### src/rtl/memory_stage_mc.sv
// Multicycle memory stage: pipeline registers between execute and writeback, with a
// valid/ready data-memory request channel, byte-lane alignment and misalignment detection.
package rvga_pkg;
  typedef struct packed {
    logic [2:0] funct3;
    logic       dmem_r_v;
    logic       dmem_w_v;
    logic       br_v;
    logic       jmp_v;
    logic       rf_w_v;
    logic [4:0] rd_addr;
  } rvga_cword;

  typedef struct packed {
    logic [63:0] pc;
    logic [63:0] alu_result;
  } rvga_dword;
endpackage

module memory_stage_mc
  import rvga_pkg::*;
#(
  parameter int unsigned width_p = 32,
  localparam int unsigned bytes_p = width_p / 8,
  localparam int unsigned off_w = $clog2(bytes_p)
) (
  input  logic               clk_i,
  input  logic               rst_i,
  input  logic               stall_v_i,
  input  rvga_cword          cword_i,
  output rvga_cword          cword_o,
  input  rvga_dword          dword_i,
  output rvga_dword          dword_o,
  input  logic [width_p-1:0] alu_result_i,
  input  logic               bru_result_i,
  input  logic [width_p-1:0] st_data_i,
  output logic               dmem_req_v_o,
  input  logic               dmem_req_ready_i,
  output logic               dmem_we_o,
  output logic [width_p-1:0] dmem_addr_o,
  output logic [width_p-1:0] dmem_wdata_o,
  output logic [bytes_p-1:0] dmem_wmask_o,
  input  logic               dmem_resp_v_i,
  input  logic [width_p-1:0] dmem_rdata_i,
  output logic [width_p-1:0] alu_or_ld_result_o,
  output logic               btaken_o,
  output logic               br_v_o,
  output logic               mem_stall_o,
  output logic               misaligned_o
);

  typedef logic [width_p-1:0] word_t;
  typedef enum logic [1:0] {StIdle, StReq, StResp, StDone} state_e;

  state_e    state, state_next;
  rvga_cword cword_r;
  rvga_dword dword_r, dword_cap;
  word_t     st_data_r;
  logic      bru_r;
  word_t     ld_r;

  logic               cap;
  logic               issue_in;
  logic               req;
  logic               store_r;
  word_t              addr_r;
  logic [off_w-1:0]   off;
  logic [1:0]         size;
  logic [7:0]         size_mask;
  word_t              shifted;
  word_t              load_ext;

  // Size 11 (double) has no legal encoding on a 32-bit datapath.
  function automatic logic misaligned_f(input logic [1:0] sz, input logic [2:0] a);
    logic m;
    m = 1'b0;
    unique case (sz)
      2'b00: m = 1'b0;
      2'b01: m = a[0];
      2'b10: m = (a[1:0] != 2'b00);
      2'b11: m = (width_p == 32) || (a != 3'b000);
      default: m = 1'b0;
    endcase
    return m;
  endfunction

  assign cap      = ~stall_v_i & ~mem_stall_o;
  assign issue_in = (cword_i.dmem_r_v | cword_i.dmem_w_v) &
                    ~misaligned_f(cword_i.funct3[1:0], alu_result_i[2:0]);

  always_comb begin
    dword_cap            = dword_i;
    dword_cap.alu_result = 64'(alu_result_i);
  end

  always_ff @(posedge clk_i) begin
    if (rst_i) begin
      state     <= StIdle;
      cword_r   <= '0;
      dword_r   <= '0;
      st_data_r <= '0;
      bru_r     <= 1'b0;
      ld_r      <= '0;
    end else begin
      state <= state_next;
      if (cap) begin
        cword_r   <= cword_i;
        dword_r   <= dword_cap;
        st_data_r <= st_data_i;
        bru_r     <= bru_result_i;
      end
      if (state == StResp && dmem_resp_v_i) begin
        ld_r <= dmem_rdata_i;
      end
    end
  end

  always_comb begin
    state_next = state;
    if (cap) begin
      state_next = issue_in ? StReq : StIdle;
    end else begin
      unique case (state)
        StReq:   if (dmem_req_ready_i) state_next = StResp;
        StResp:  if (dmem_resp_v_i) state_next = StDone;
        default: state_next = state;
      endcase
    end
  end

  assign addr_r       = dword_r.alu_result[width_p-1:0];
  assign off          = addr_r[off_w-1:0];
  assign size         = cword_r.funct3[1:0];
  assign req          = (state == StReq);
  assign store_r      = cword_r.dmem_w_v;
  assign mem_stall_o  = (state == StReq) || (state == StResp);
  assign misaligned_o = (cword_r.dmem_r_v | cword_r.dmem_w_v) & misaligned_f(size, addr_r[2:0]);

  always_comb begin
    size_mask = 8'h01;
    unique case (size)
      2'b00:   size_mask = 8'h01;
      2'b01:   size_mask = 8'h03;
      2'b10:   size_mask = 8'h0F;
      2'b11:   size_mask = 8'hFF;
      default: size_mask = 8'h01;
    endcase
  end

  // Request fields are driven only while requesting so idle outputs read as zero.
  assign dmem_req_v_o = req;
  assign dmem_we_o    = req & store_r;
  assign dmem_addr_o  = req ? (addr_r & ~word_t'(bytes_p - 1)) : '0;
  assign dmem_wdata_o = (req & store_r) ? (st_data_r << {off, 3'b000}) : '0;
  assign dmem_wmask_o = (req & store_r) ? (size_mask[bytes_p-1:0] << off) : '0;

  assign shifted = ld_r >> {off, 3'b000};

  always_comb begin
    load_ext = shifted;
    unique case (size)
      2'b00: load_ext = cword_r.funct3[2] ? word_t'(shifted[7:0])
                                          : word_t'($signed(shifted[7:0]));
      2'b01: load_ext = cword_r.funct3[2] ? word_t'(shifted[15:0])
                                          : word_t'($signed(shifted[15:0]));
      2'b10: load_ext = cword_r.funct3[2] ? word_t'(shifted[31:0])
                                          : word_t'($signed(shifted[31:0]));
      default: load_ext = shifted;
    endcase
  end

  assign alu_or_ld_result_o = misaligned_o     ? '0 :
                              cword_r.dmem_r_v ? load_ext : addr_r;

  assign btaken_o = cword_r.jmp_v | (cword_r.br_v & bru_r);
  assign br_v_o   = cword_r.jmp_v | cword_r.br_v;
  assign cword_o  = cword_r;
  assign dword_o  = dword_r;

endmodule
### config.mk
export PLATFORM = sky130hd
export DESIGN_NAME = memory_stage_mc
export DESIGN_NICKNAME = d
export VERILOG_FILES = /design/src/rtl/memory_stage_mc.sv
export SDC_FILE = /design/constraint.sdc
export NUM_CORES = 1
export LEC_CHECK = 0
export CORE_AREA = 2 2 192 194
export CTS_BUF_LIST = sky130_fd_sc_hd__clkbuf_4 sky130_fd_sc_hd__clkbuf_8 sky130_fd_sc_hd__clkbuf_16
export DETAILED_ROUTE_END_ITERATION = 7
export DIE_AREA = 0 0 194 196
export PLACE_DENSITY = 0.51
export SETUP_SLACK_MARGIN = 0.2
export SLEW_MARGIN = 20
export SYNTH_ARGS = -nofsm -noshare
export SYNTH_HDL_FRONTEND = slang
export SYNTH_SLANG_ARGS = --single-unit
### constraint.sdc
create_clock -name clk_i -period 2.2 [get_ports clk_i]
set_clock_uncertainty 0.15 [all_clocks]
set_input_delay 0.22 -clock clk_i [delete_from_list [all_inputs] [get_ports clk_i]]
set_output_delay 0.22 -clock clk_i [all_outputs]
set_load 0.01 [all_outputs]
==> After elaboration in Yosys (flattened, before gate mapping) <==
Index checks and enable logic that the tools add are counted.
Widths: inputs -> output; s select.
{ "op_classes": {"div": 0, "n_lt_le_gt_ge": 0, "shift": 3, "n_bitwise": 12, "n_eq_ne": 10, "muxes": 16, "n_mul": 0, "reduce_logical": 8, "add_sub_neg": 0} }
{ "op_table": {"columns": ["op", "count"], "rows": [
  ["$mux 32", 6],
  ["$pmux 32 s2", 1],
  ["$shl 32x5->32", 1],
  ["$shr 32x5->32", 1],
  ["$pmux 4 s4", 1],
  ["$eq 2x2->1 const B", 5],
  ["$pmux 1 s4", 2],
  ["$eq 2x1->1 const B", 3],
  ["$mux 2", 3],
  ["$ne 3x3->1 const B", 2],
  ["$and 1x1->1", 5],
  ["$logic_not 2->1", 2],
  ["$mux 4", 1],
  ["$or 1x1->1", 4],
  ["$pmux 2 s2", 1],
  ["$reduce_bool 2->1", 2],
  ["$shl 4x2->4", 1],
  ["$not 1->1", 3],
  ["$reduce_and 3->1", 1],
  ["$reduce_bool 3->1", 1],
  ["$logic_and 1x1->1", 1],
  ["$logic_or 1x1->1", 1],
  ["$mux 1", 1]
]} }
{ "word_totals": {"latch_bits": 0, "memories": 0, "ramBits": 0, "mem_bits_ro": 0, "wordCells": 62, "ff_bits": 176} }

==> Depth between registers and ports, before layout <==
Gate-level depths: netlist of run 1.
{ "depth": {"depth_word": 6, "ltp_mapped": 8, "mapped_depth_nobuf": 6} }

==> Worst setup path after synthesis of run 1 <==
No wires, ideal clock.
{ "synth_timing": {"path_kind": "register -> output", "startpoint": "register state[1]", "endpoint": "output port dmem_wdata_o[0]", "path_buffers": 1, "t_arrival_ns": 1.753, "path_slack_ns": 0.077, "path_stages_with_launch": 8, "cell_sequence": "dfxtp_1 -> inv_1 -> ha_1 -> nand2_1 -> or2_2 -> clkbuf_1 -> nor2_1 -> and2_1"} }
{ "synth_between": {"elab_chain_cells": 3} }
{ "synth_rtl": {"columns": ["element", "line_no", "rtl"], "rows": [
  ["from (decl)", "55", "state_e state, state_next;"],
  ["from (signal assigned)", "98", "state <= StIdle;"],
  ["from (signal assigned)", "105", "state <= state_next;"],
  ["$eq 2x1->1", "134", "assign req = (state == StReq);"],
  ["net dmem_req_v_o", "37", "output logic dmem_req_v_o,"],
  ["$and 1x1->1", "154", "assign dmem_wdata_o = (req & store_r) ? (st_data_r << {off, 3'b000}) : '0;"],
  ["$mux 32", "154", null],
  ["to (decl)", "41", "output logic [width_p-1:0] dmem_wdata_o,"]
]} }
The timed path passes the listed nets, and every way through them passes these cells.

==> Worst setup path after layout of run 1 <==
{ "layout_timing": {"startpoint": "register dword_r (netlist bit dword_o[1])", "endpoint": "output port alu_or_ld_result_o[31]"} }
{ "layout_between": {"elab_chain_cells": 5, "elab_cells_between_ends": 9, "classes_between": "1 x shift; 6 x mux; 1 x bitwise; 1 x reduce/logical"} }
{ "layout_rtl": {"columns": ["element", "line_no", "rtl"], "rows": [
  ["from (decl)", "57", "rvga_dword dword_r, dword_cap;"],
  ["from (signal assigned)", "108", "dword_r <= dword_cap;"],
  ["$shr 32x5->32", "157", "assign shifted = ld_r >> {off, 3'b000};"],
  ["$mux 32, on equally long branches", "164, 162", null],
  ["$pmux 32 s2", "161", "unique case (size)"],
  ["$mux 32", "173", "cword_r.dmem_r_v ? load_ext : addr_r;"],
  ["$mux 32 *", "172", "assign alu_or_ld_result_o = misaligned_o ? '0 :"],
  ["to (decl)", "45", "output logic [width_p-1:0] alu_or_ld_result_o,"]
]} }
Mark *: on every way between the ends. The rest lies on a longest branch, timed or not.

==> impl_metrics.xml, run 1 <==
<?xml version="1.0" encoding="UTF-8"?>
<metrics>
  <group name="yosys">
    <metric name="synth_top_flop_cell" unit="">sky130_fd_sc_hd__dfxtp_1</metric>
    <metric name="synth_top_cells_by_count" unit="">sky130_fd_sc_hd__nand2_1, sky130_fd_sc_hd__a21oi_1, sky130_fd_sc_hd__dfxtp_1, sky130_fd_sc_hd__clkbuf_1, sky130_fd_sc_hd__nor2_1</metric>
    <metric name="synth.largest_area_cell" unit="">sky130_fd_sc_hd__dfxtp_1</metric>
    <metric name="synthMostInstantiatedCell" unit="">sky130_fd_sc_hd__nand2_1</metric>
    <metric name="synth_edf_count" unit="">0</metric>
    <metric name="synth-warning-count" unit="">0</metric>
    <metric name="async_reset_ff_frac" unit="">0</metric>
    <metric name="syn_area" unit="sq um">8184</metric>
    <metric name="area_share_of_the_largest_cell_type_after_synthesis" unit="">0.4305</metric>
    <metric name="synth_seq_area_share" unit="">0.4305</metric>
    <metric name="netlist_instances" unit="">1079</metric>
    <metric name="post_synth_main_area_contributors" unit="">sky130_fd_sc_hd__dfxtp_1, sky130_fd_sc_hd__nand2_1, sky130_fd_sc_hd__a21oi_1, sky130_fd_sc_hd__mux2i_1, sky130_fd_sc_hd__buf_4</metric>
    <metric name="yosys_register_bits" unit="">176</metric>
    <metric name="mean_cell_area_of_the_mapped_netlist" unit="sq um">7.585</metric>
    <metric name="synthDistinctLibCells" unit="">41</metric>
  </group>
  <group name="die">
    <metric name="initial_core_util" unit="">0.2268</metric>
    <metric name="rows" unit="">70</metric>
    <metric name="die_w" unit="um">194</metric>
    <metric name="coreArea" unit="sq um">36080</metric>
    <metric name="die_y" unit="um">196</metric>
    <metric name="fp.dieArea" unit="sq um">38020</metric>
    <metric name="pin_count" unit="">490</metric>
  </group>
  <group name="pwr">
    <metric name="static-leakage-power" unit="nW">5.854</metric>
    <metric name="power.ir.vdd_worst" unit="mV">0.5428</metric>
    <metric name="cellPowerDensity" unit="nW/um^2">994.7</metric>
  </group>
  <group name="sta">
    <metric name="tightest_slew" unit="ps">517.3</metric>
    <metric name="postLayoutSetupSlackWorst" unit="ps">-350.0</metric>
    <metric name="timing.slew.headroom" unit="">0.6551</metric>
    <metric name="holdWs" unit="ps">166.8</metric>
    <metric name="timing.final.hold_violations" unit="">0</metric>
    <metric name="setup-violations-final" unit="">81</metric>
    <metric name="setup_repair_after_global_routing_missed_its_margin" unit="">yes</metric>
    <metric name="period_needed" unit="ps">2550</metric>
    <metric name="finalMaxSlewViolations" unit="">0</metric>
    <metric name="final.period_utilization" unit="">1.159</metric>
    <metric name="fmax" unit="GHz">0.3922</metric>
  </group>
  <group name="critical_path">
    <metric name="crit_path_top_delay_cell" unit="">sky130_fd_sc_hd__dfxtp_4</metric>
    <metric name="crit_arrival" unit="ps">2180</metric>
    <metric name="worst-path-max-fanout" unit="">8</metric>
    <metric name="critPathKind" unit="">reg -&gt; out</metric>
    <metric name="worst_setup_path_endpoint" unit="">alu_or_ld_result_o[31]</metric>
    <metric name="capturing_point_of_the_worst_reg2reg_path" unit="">dword_o[24]</metric>
    <metric name="cp_startpoint_kind" unit="">flop</metric>
    <metric name="cp-startpoint" unit="">dword_o[1]</metric>
    <metric name="cpLargestDelayFamily" unit="">compound AO/OA/AOI/OAI gates</metric>
    <metric name="data_required_time_at_the_worst_endpoint" unit="ps">1830</metric>
    <metric name="worst_r2r_startpoint" unit="">state[0]</metric>
    <metric name="worst_case_reg_to_reg_path_depth" unit="">8</metric>
    <metric name="worst-path-stages" unit="">7</metric>
    <metric name="cpPeakStageDelay" unit="ps">410</metric>
    <metric name="path_buf_inv" unit="">3</metric>
    <metric name="r2r_slack" unit="ps">310</metric>
    <metric name="crit_chain" unit="">mux2_4 &gt; a32oi_4 &gt; a211oi_4 &gt; buf_12 &gt; buf_8 &gt; a221o_1 &gt; buf_2</metric>
    <metric name="crit_path_end_kind" unit="">primary output</metric>
  </group>
  <group name="routing">
    <metric name="wl_per_cell" unit="um">18.51</metric>
    <metric name="vias" unit="">9140</metric>
    <metric name="firstDrtPassIters" unit="">4</metric>
    <metric name="drc" unit="">0</metric>
    <metric name="drt_iter0_drc" unit="">420</metric>
    <metric name="ant_nets" unit="">0</metric>
    <metric name="post_drt_via_cell_ratio" unit="">4.518</metric>
    <metric name="wirelength" unit="um">37450</metric>
  </group>
  <group name="worst_hold_path">
    <metric name="hp-class" unit="">in -&gt; reg</metric>
  </group>
  <group name="clock_tree">
    <metric name="cts-root-buf" unit="">sky130_fd_sc_hd__clkbuf_16</metric>
    <metric name="cts_buffer_depth" unit="">2</metric>
    <metric name="cts_tree" unit="">done</metric>
    <metric name="clk_pin_slew_worst_paths" unit="ps">70</metric>
    <metric name="total_clock_buffers_created_by_cts" unit="">17</metric>
    <metric name="cts_htree_levels" unit="">4</metric>
    <metric name="worstSkewPairLatency" unit="ps">430</metric>
    <metric name="clock-sinks" unit="">176</metric>
  </group>
  <group name="finish">
    <metric name="fillers" unit="">3652</metric>
    <metric name="syn_to_final_growth" unit="%">82.14</metric>
    <metric name="num-nets-final" unit="">1789</metric>
    <metric name="final_layout_size_suffix_gt1_frac" unit="">0.2664</metric>
    <metric name="seq_area" unit="sq um">3545</metric>
    <metric name="multi_input_comb_area" unit="sq um">4720</metric>
    <metric name="utilization" unit="">0.4131</metric>
    <metric name="stdcell_area" unit="sq um">14910</metric>
  </group>
  <group name="global_routing">
    <metric name="antenna_violations_before_repair" unit="">5</metric>
    <metric name="track_usage" unit="">0.1898</metric>
    <metric name="maximum_number_of_pins_on_one_net_before_global_route_repair" unit="">89</metric>
    <metric name="globalRouteOverflowTotal" unit="">0</metric>
    <metric name="grt_first_pass_wirelength" unit="um">55280</metric>
    <metric name="grt_pass1_vias" unit="">8969</metric>
  </group>
  <group name="run_status">
    <metric name="outcome" unit="">complete, but fails checks</metric>
    <metric name="failing_checks" unit="">negative setup slack</metric>
  </group>
  <group name="job">
    <metric name="max_cap_viol_count" unit="">0</metric>
  </group>
  <group name="placement">
    <metric name="gp_routability_congestion" unit="">0.8211</metric>
    <metric name="dp_worst_setup_slack" unit="ps">-351.9</metric>
    <metric name="placed_area" unit="sq um">12820</metric>
    <metric name="placement.io_buffers" unit="">391</metric>
    <metric name="place.detailed.hpwl" unit="um">25410</metric>
  </group>
</metrics>
==> layout make-up <==
class | count | area share
clock inverter | 9 | 0.01074
clock buffer | 20 | 0.03089
timing repair buffer | 534 | 0.3625
tap | 468 | 0.03928
multi-input combinational | 807 | 0.3166
antenna | 1 | 0.0001679
sequential | 176 | 0.2378
inverter | 8 | 0.002014
==> cell families after synthesis <==
logic type / after synthesis / synth area share
AO/OA/AOI/OAI: 252 / 0.1792
XOR/XNOR: 1 / 0.001070
adder cells (fa/ha/maj): 2 / 0.003057
buffers and inverters: 130 / 0.08118
flip-flops: 176 / 0.4305
multiplexers: 41 / 0.05993
other: 1 / 0.0004582
AND/OR/NAND/NOR: 476 / 0.2446
==> worst min path at each step <==
stage	start	endpoint	slack, ps	cells past startpoint
after CTS	st_data_i[29]	st_data_r[29]	140	3
final	st_data_i[29]	st_data_r[29]	170	3
after global placement	ld_r[2]	ld_r[2]	290	2
after detailed placement	dword_o[117]	dword_o[117]	300	2
after global routing	alu_result_i[11]	dword_o[11]	150	3
after floorplan	st_data_i[24]	st_data_r[24]	210	2
==> what timing repair did <==
item,4_1_cts,5_1_grt
endpoints found under the hold margin,5,0
pin swaps,19,36
gates cloned,8,0
setup buffers,43,30
hold buffers,1,0
resized for setup,506,179
setup endpoints to repair,108,91
==> flip-flops by register name, indices dropped and copies added, names as in the netlist <==
name,count
ld_r,32
st_data_r,32
store_r,1
state,2
dword_o,96
bru_r,1
cword_o,12
==> routing by layer <==
metal  routed length (um)  up-vias  GRT usage  share of wire
li1                     -     4442          -              -
met1                15100     4332     0.2211           0.40
met2                18740      321     0.3328           0.50
met3                 2732       39    0.06154          0.073
met4                  839        6    0.05387          0.022
met5                   45        -          0         0.0012
==> power by group <==
| group | internal (mW) | switching [mW] | leakage [nW] |
|---|---|---|---|
| combinational | 3.51 | 3.57 | 4.11 |
| clock | 1.96 | 1.34 | 0.294 |
| sequential | 3.86 | 0.596 | 1.45 |
| total | 9.33 | 5.50 | 5.85 |
==> worst reg2reg max path, stage by stage, from the launching register on <==
cell	delay (ps)
sky130_fd_sc_hd__dfxtp_2	360
sky130_fd_sc_hd__buf_4	110
sky130_fd_sc_hd__inv_1	50
sky130_fd_sc_hd__ha_4	280
sky130_fd_sc_hd__inv_2	50
sky130_fd_sc_hd__nor2_4	240
sky130_fd_sc_hd__buf_12	280
sky130_fd_sc_hd__nand2_1	170
sky130_fd_sc_hd__a21oi_1	130
==> cell usage in the layout (no fill, tap or decap), types with 7 or more instances in the layout <==
master	instances
sky130_fd_sc_hd__nor2_4	11
sky130_fd_sc_hd__dfxtp_1	167
sky130_fd_sc_hd__a211oi_1	8
sky130_fd_sc_hd__nor2_1	34
sky130_fd_sc_hd__a221o_1	10
sky130_fd_sc_hd__buf_2	45
sky130_fd_sc_hd__buf_6	83
sky130_fd_sc_hd__clkdlybuf4s50_1	286
sky130_fd_sc_hd__conb_1	34
sky130_fd_sc_hd__buf_4	73
sky130_fd_sc_hd__mux2i_1	20
sky130_fd_sc_hd__nand2_1	350
sky130_fd_sc_hd__a21oi_1	184
sky130_fd_sc_hd__clkbuf_16	17
sky130_fd_sc_hd__nor2b_1	7
sky130_fd_sc_hd__and2_4	36
sky130_fd_sc_hd__a211oi_2	9
sky130_fd_sc_hd__buf_12	23
==> through the flow <==
step / TNS [ps] / instances / power (mW)
2_1_floorplan: 0 / 1112 / 7.181
5_1_grt: -18710 / 2023 / 15.71
4_1_cts: -13140 / 1992 / 14.47
6_report: -11130 / 2023 / 14.83
3_3_place_gp: -5671 / 1911 / 10.22
3_5_place_dp: -6079 / 1911 / 10.27
No activity file was read; power rests on OpenSTA's default activity.
==> run 2: changes to the inputs <==
--- a/config.mk
+++ b/config.mk
@@ -11,7 +11,6 @@
 export DIE_AREA = 0 0 194 196
 export PLACE_DENSITY = 0.51
 export SETUP_SLACK_MARGIN = 0.2
-export SLEW_MARGIN = 20
 export SYNTH_ARGS = -nofsm -noshare
 export SYNTH_HDL_FRONTEND = slang
 export SYNTH_SLANG_ARGS = --single-unit
==> results of run 2 <==
No change in the layout: final DEF, timing and power equal those of run 1.
